**config.mk**
```make
export PLATFORM = sky130hd
export DESIGN_NAME = note_sequencer
export DESIGN_NICKNAME = d
export VERILOG_FILES = /design/src/rtl/note_sequencer.sv
export SDC_FILE = /design/constraint.sdc
export NUM_CORES = 1
export LEC_CHECK = 0
export BUFFER_PORTS_ARGS = -buffer_cell sky130_fd_sc_hd__buf_2
export CAP_MARGIN = 20
export CORE_ASPECT_RATIO = 0.9
export CORE_MARGIN = 4
export CORE_UTILIZATION = 30
export DETAILED_ROUTE_END_ITERATION = 16
export GPL_TIMING_DRIVEN = 0
export PLACE_DENSITY = 0.49
export SYNTH_ARGS = -nofsm -noshare
export SYNTH_HDL_FRONTEND = slang
export SYNTH_SLANG_ARGS = --single-unit
export TNS_END_PERCENT = 100
```
**constraint.sdc**
```tcl
create_clock -name clk_in -period 4.5 [get_ports clk_in]
set_input_delay 0.9 -clock clk_in [delete_from_list [all_inputs] [get_ports clk_in]]
set_output_delay 0.9 -clock clk_in [all_outputs]
set_load 0.05 [all_outputs]
```
**src/rtl/note_sequencer.sv**
```systemverilog
// note_sequencer: plays a fixed 32-entry song ROM or passes manual keys through
// to a tone generator.
//
// Ports:
//   clk_in    - system clock (1 MHz nominal)
//   rst       - synchronous active-high reset
//   auto      - level, 1 = auto-play requested; 0 forces IDLE
//   Key       - manual keys, [6:0] low 1..7, [13:7] middle 1..7, 1 = pressed
//   note_code - 0 = rest, 1..7 = low 1..7, 8..14 = middle 1..7
//   src_auto  - 1 when note_code comes from the song ROM
//   song_addr - ROM entry index being played
//   beat_tick - one-cycle pulse per completed beat
//   song_done - one-cycle pulse when the song end is reached
//
// All outputs are registered and describe the action taken in the previous
// cycle. A beat's tick therefore appears together with that beat's last
// (gap) output cycle.
module note_sequencer #(
  parameter int unsigned BEAT_CYCLES = 250000,
  parameter int unsigned GAP_CYCLES  = 20000,
  parameter int unsigned LOOP        = 0
) (
  input  logic        clk_in,
  input  logic        rst,
  input  logic        auto,
  input  logic [13:0] Key,
  output logic [3:0]  note_code,
  output logic        src_auto,
  output logic [4:0]  song_addr,
  output logic        beat_tick,
  output logic        song_done
);

  localparam int unsigned CW = (BEAT_CYCLES > 1) ? $clog2(BEAT_CYCLES) : 1;
  localparam logic [CW-1:0] BEAT_LAST = CW'(BEAT_CYCLES - 1);

  typedef enum logic [2:0] {
    S_IDLE,
    S_LOAD,
    S_PLAY,
    S_PAUSE,
    S_DONE
  } state_e;

  state_e        state_q;
  logic [4:0]    addr_q;
  logic [3:0]    rem_q;
  logic [CW-1:0] cnt_q;

  logic [7:0] rom_entry;
  logic [3:0] rom_note;
  logic [3:0] rom_beats;
  logic [3:0] man_note;
  logic       in_gap;

  // Song ROM: {note[7:4], beats[3:0]}; beats = 0 marks the end of the song.
  always_comb begin
    rom_entry = 8'h00;
    case (addr_q)
      5'd0:    rom_entry = 8'h11;
      5'd1:    rom_entry = 8'h11;
      5'd2:    rom_entry = 8'h51;
      5'd3:    rom_entry = 8'h51;
      5'd4:    rom_entry = 8'h61;
      5'd5:    rom_entry = 8'h61;
      5'd6:    rom_entry = 8'h52;
      default: rom_entry = 8'h00;
    endcase
  end

  assign rom_note  = rom_entry[7:4];
  assign rom_beats = rom_entry[3:0];

  // Scan from the highest key down so the lowest pressed key wins.
  always_comb begin
    man_note = '0;
    for (int unsigned i = 0; i < 14; i++) begin
      if (Key[13 - i]) man_note = 4'(14 - i);
    end
  end

  // Rest window at the tail of the final beat of the current entry.
  assign in_gap = (rem_q == 4'd1) && ((32'(cnt_q) + GAP_CYCLES) >= BEAT_CYCLES);

  always_ff @(posedge clk_in) begin
    if (rst) begin
      state_q   <= S_IDLE;
      addr_q    <= '0;
      rem_q     <= '0;
      cnt_q     <= '0;
      note_code <= '0;
      src_auto  <= 1'b0;
      song_addr <= '0;
      beat_tick <= 1'b0;
      song_done <= 1'b0;
    end else begin
      beat_tick <= 1'b0;
      song_done <= 1'b0;
      if (!auto) begin
        state_q   <= S_IDLE;
        addr_q    <= '0;
        rem_q     <= '0;
        cnt_q     <= '0;
        note_code <= man_note;
        src_auto  <= 1'b0;
        song_addr <= '0;
      end else begin
        unique case (state_q)
          S_IDLE: begin
            note_code <= man_note;
            src_auto  <= 1'b0;
            song_addr <= '0;
            state_q   <= S_LOAD;
          end
          S_LOAD: begin
            note_code <= '0;
            src_auto  <= 1'b0;
            song_addr <= addr_q;
            if (rom_beats == '0) begin
              state_q   <= S_DONE;
              song_done <= 1'b1;
            end else begin
              rem_q   <= rom_beats;
              cnt_q   <= '0;
              state_q <= S_PLAY;
            end
          end
          // A released PAUSE behaves exactly like a PLAY cycle at the held
          // count, so resume needs no extra cycle; a pressed key in PLAY
          // pauses before the terminal count is consumed.
          S_PLAY, S_PAUSE: begin
            song_addr <= addr_q;
            if (|Key) begin
              state_q   <= S_PAUSE;
              note_code <= man_note;
              src_auto  <= 1'b0;
            end else begin
              state_q   <= S_PLAY;
              src_auto  <= 1'b1;
              note_code <= in_gap ? 4'd0 : rom_note;
              if (cnt_q == BEAT_LAST) begin
                beat_tick <= 1'b1;
                cnt_q     <= '0;
                if (rem_q == 4'd1) begin
                  rem_q  <= '0;
                  addr_q <= addr_q + 5'd1;
                  if (addr_q == '1) begin
                    state_q   <= S_DONE;
                    song_done <= 1'b1;
                  end else begin
                    state_q <= S_LOAD;
                  end
                end else begin
                  rem_q <= rem_q - 4'd1;
                end
              end else begin
                cnt_q <= cnt_q + CW'(1);
              end
            end
          end
          S_DONE: begin
            note_code <= '0;
            src_auto  <= 1'b0;
            song_addr <= addr_q;
            if (LOOP != 0) begin
              addr_q  <= '0;
              state_q <= S_LOAD;
            end
          end
          default: state_q <= S_IDLE;
        endcase
      end
    end
  end

endmodule
```
==> impl_metrics.toml <==
[outcome]
status = "complete, no violations"

[layout]
area_delta_synth_final_pct = 15.00
antenna_cells = 0
drive_above_1_share_pct = 14.36
final_util_pct = 35.33
multiInputGateArea_um2 = 1637
fill_cells = 922
seq_area_um2 = 840.8
nNetsFinal = 396

[yosys]
synth_top_cells_by_area = "dfxtp_1 (32%), nor2_1 (6.4%), ha_1 (5.3%)"
synthCells = 334
yosys_warnings = 0
async_reset_ff_share_pct = 0
syn_nets = 362
synth_top_area_share_pct = 32.09
synth_area_leader_cell = "dfxtp_1"
ys_seq_elements = 42
netlist_area_um2 = 2620
synth.distinct_cells = 59
synth_ff_type = "dfxtp_1"
seq_area_frac_synth_pct = 32.09
avgSynthCellArea_um2 = 7.844
synth_edf_count = 0

[place]
hpwl_um = 4979
place.gp.congestion = 0.7969
numPortBuffers = 27

[critical_path]
crit_fanout = 4
critPathCaptureType = "register"
cp-start-kind = "input pin"
required_ns = 4.70
worstPathCellList = "buf_2 -> nor4_1 -> and4_1 -> a21boi_1 -> nor4_1 -> nand3_1 -> xor2_1 -> nor2_1"
worstSetupPathType = "in -> reg"
path_common_cell = "nor4_1"
rrSetupSlack_ns = 1.63
cpMaxStageDelayCell = "nor4_1"
arrival_ns = 3.26
cpPeakStageDelay_ns = 0.79

[grt]
antenna_found_initial = 0
grt_start_max_net_pins = 14
grt_pass1_wl_um = 11430
grt_pass1_vias = 2310
grt-ovfl-total = 0
grtUsageTotal_pct = 13.17

[timing]
post-route-period-util_pct = 68.09
fin_skew_ns = 0.008655
final.setup.tns_ns = 0
tightest_slew_ns = 0.8802
max_freq_mhz = 326.4
period_minus_slack_ns = 3.064
maxSlewHeadroom_pct = 40.78
hold_viol = 0
rsz0062_at_grt = "no"
slew_violations = 0
setup_viol = 0

[clock_network]
cts_inserted_buffers = 5
cts_root_buf = "clkbuf_8"
cts.htree.levels = 2
ctsResizeCount = 0
clock_latency_ns = 0.30
cts.clk_slew.worst_paths_ns = 0.09
post_cts_buffers = 0
cts_hold_buf = 0
clock_sinks = 42
cts_tree = "built"
clk_path_buf_depth = 2

[drt]
via_per_inst = 4.994
wirelength_um = 6596
drt-wirelength-per-cell_um = 13.52
first_pass_iters = 4
ant_nets = 0
drtIter0Drc = 117
drc = 0
vias = 2437

[floorplan]
num_io_pins = 29
die_y_um = 96.66
core_area_um2 = 8528
die-area_um2 = 10290
initial_utilization_pct = 30.72
die_x_um = 106.5
num_rows = 32

[power_and_ir_drop]
powerDensity_nw_per_um2 = 246.5
vdd_ir_drop_max_v = 0.00009989
p_leak_nw = 1.037

[worst_hold_path]
min_path_type = "reg -> reg"

[run]
drv_cap = 0
## path summary, 6_finish.rpt
path / from / to / cells after the start
worst max-delay path: Key[7] / cnt_q[16] / 8
worst min-delay path: note_code[3] / note_code[3] / 2
worst max register to register: addr_q[0] / cnt_q[10] / 11
worst min register to register: note_code[3] / note_code[3] / 2
## logic make-up (layout without fill, tap and decap cells)
kind of cell | count (synthesis) | count (layout) | share of synthesized area [%]
AO/OA/AOI/OAI | 69 | 69 | 17.77
XOR/XNOR | 18 | 18 | 6.018
buffers and inverters | 32 | 67 | 5.444
AND/OR/NAND/NOR | 160 | 160 | 32.67
adder cells (fa/ha/maj) | 11 | 11 | 5.253
multiplexers | 2 | 2 | 0.7641
flip-flops | 42 | 42 | 32.09
## metrics by stage
stage	total power (W)	setup slack, ns	instance area, µm²	hold WS (ns)	cells
6_report	0.0007427	1.436	3013	0.4714	488
5_1_grt	0.0007766	1.265	3013	0.5137	488
4_1_cts	0.0007558	1.508	3013	0.4784	488
3_5_place_dp	0.0004484	1.202	2904	0.4610	480
3_3_place_gp	0.0004480	1.263	2904	0.4522	480
2_1_floorplan	0.0004249	1.925	2620	0.4579	334
## synth_stat cells, types with 3 or more instances
| cell type | instances |
|---|---|
| xor2_1 | 9 |
| nand4_1 | 9 |
| ha_1 | 11 |
| a211oi_1 | 4 |
| and3_1 | 5 |
| dfxtp_1 | 42 |
| a22oi_1 | 5 |
| or2_2 | 3 |
| buf_2 | 3 |
| or3_1 | 3 |
| o21ai_0 | 8 |
| nand3_1 | 13 |
| a21oi_1 | 19 |
| inv_1 | 14 |
| nor4_1 | 9 |
| xnor2_1 | 9 |
| o211ai_1 | 3 |
| a31o_1 | 3 |
| nor3_1 | 14 |
| a31oi_1 | 6 |
| nand2_1 | 27 |
| clkbuf_1 | 12 |
| o31a_1 | 5 |
| nor2b_1 | 4 |
| nor2_1 | 45 |
| nand2b_1 | 6 |
## state kept, by name, indices dropped and copies added (netlist names)
register,cells
state_q,3
addr_q,5
cnt_q,18
rem_q,4
note_code,4
beat_tick,1
song_addr,5
song_done,1
src_auto,1
## routing by layer
layer | routed length (µm) | track usage [%]
met1 | 3562 | 20.02
met2 | 2808 | 19.39
met3 | 183 | 2.268
met4 | 42 | 2.852
met5 | 0 | 0
## power by group
part | switching (W) | leakage, nW | internal (W)
Combinational | 0.0000407 | 0.640 | 0.0000211
Sequential | 0.00000278 | 0.339 | 0.000375
Clock | 0.000140 | 0.0579 | 0.000164
## critical path: cells and delay by family
family          cells  cell delay [ns]
simple gates        5             1.93
xor+xnor            1             0.18
buf+inv             1             0.11
compound gates      1             0.13
## final cells by class
cell class / count / area share, %
Buffer: 18 / 2.990
Clock buffer: 5 / 2.284
Clock inverter: 3 / 1.329
Inverter: 14 / 1.744
Multi-Input combinational cell: 260 / 54.32
Sequential cell: 42 / 27.91
Tap cell: 119 / 4.942
Timing Repair Buffer: 27 / 4.485
## cells in the final DEF, fill, tap and decap left out, types with 6 or more instances in the layout
master and instances:
clkbuf_1 12, nand2_1 27, xor2_1 9, nor3_1 14, nor2_1 45, o21ai_0 8
nand2b_1 6, ha_1 11, buf_2 30, nor4_1 9, nand4_1 9, a21oi_1 19
nand3_1 13, a31oi_1 6, dfxtp_1 42, xnor2_1 9, inv_1 14
(Power assumes the default switching activity.)
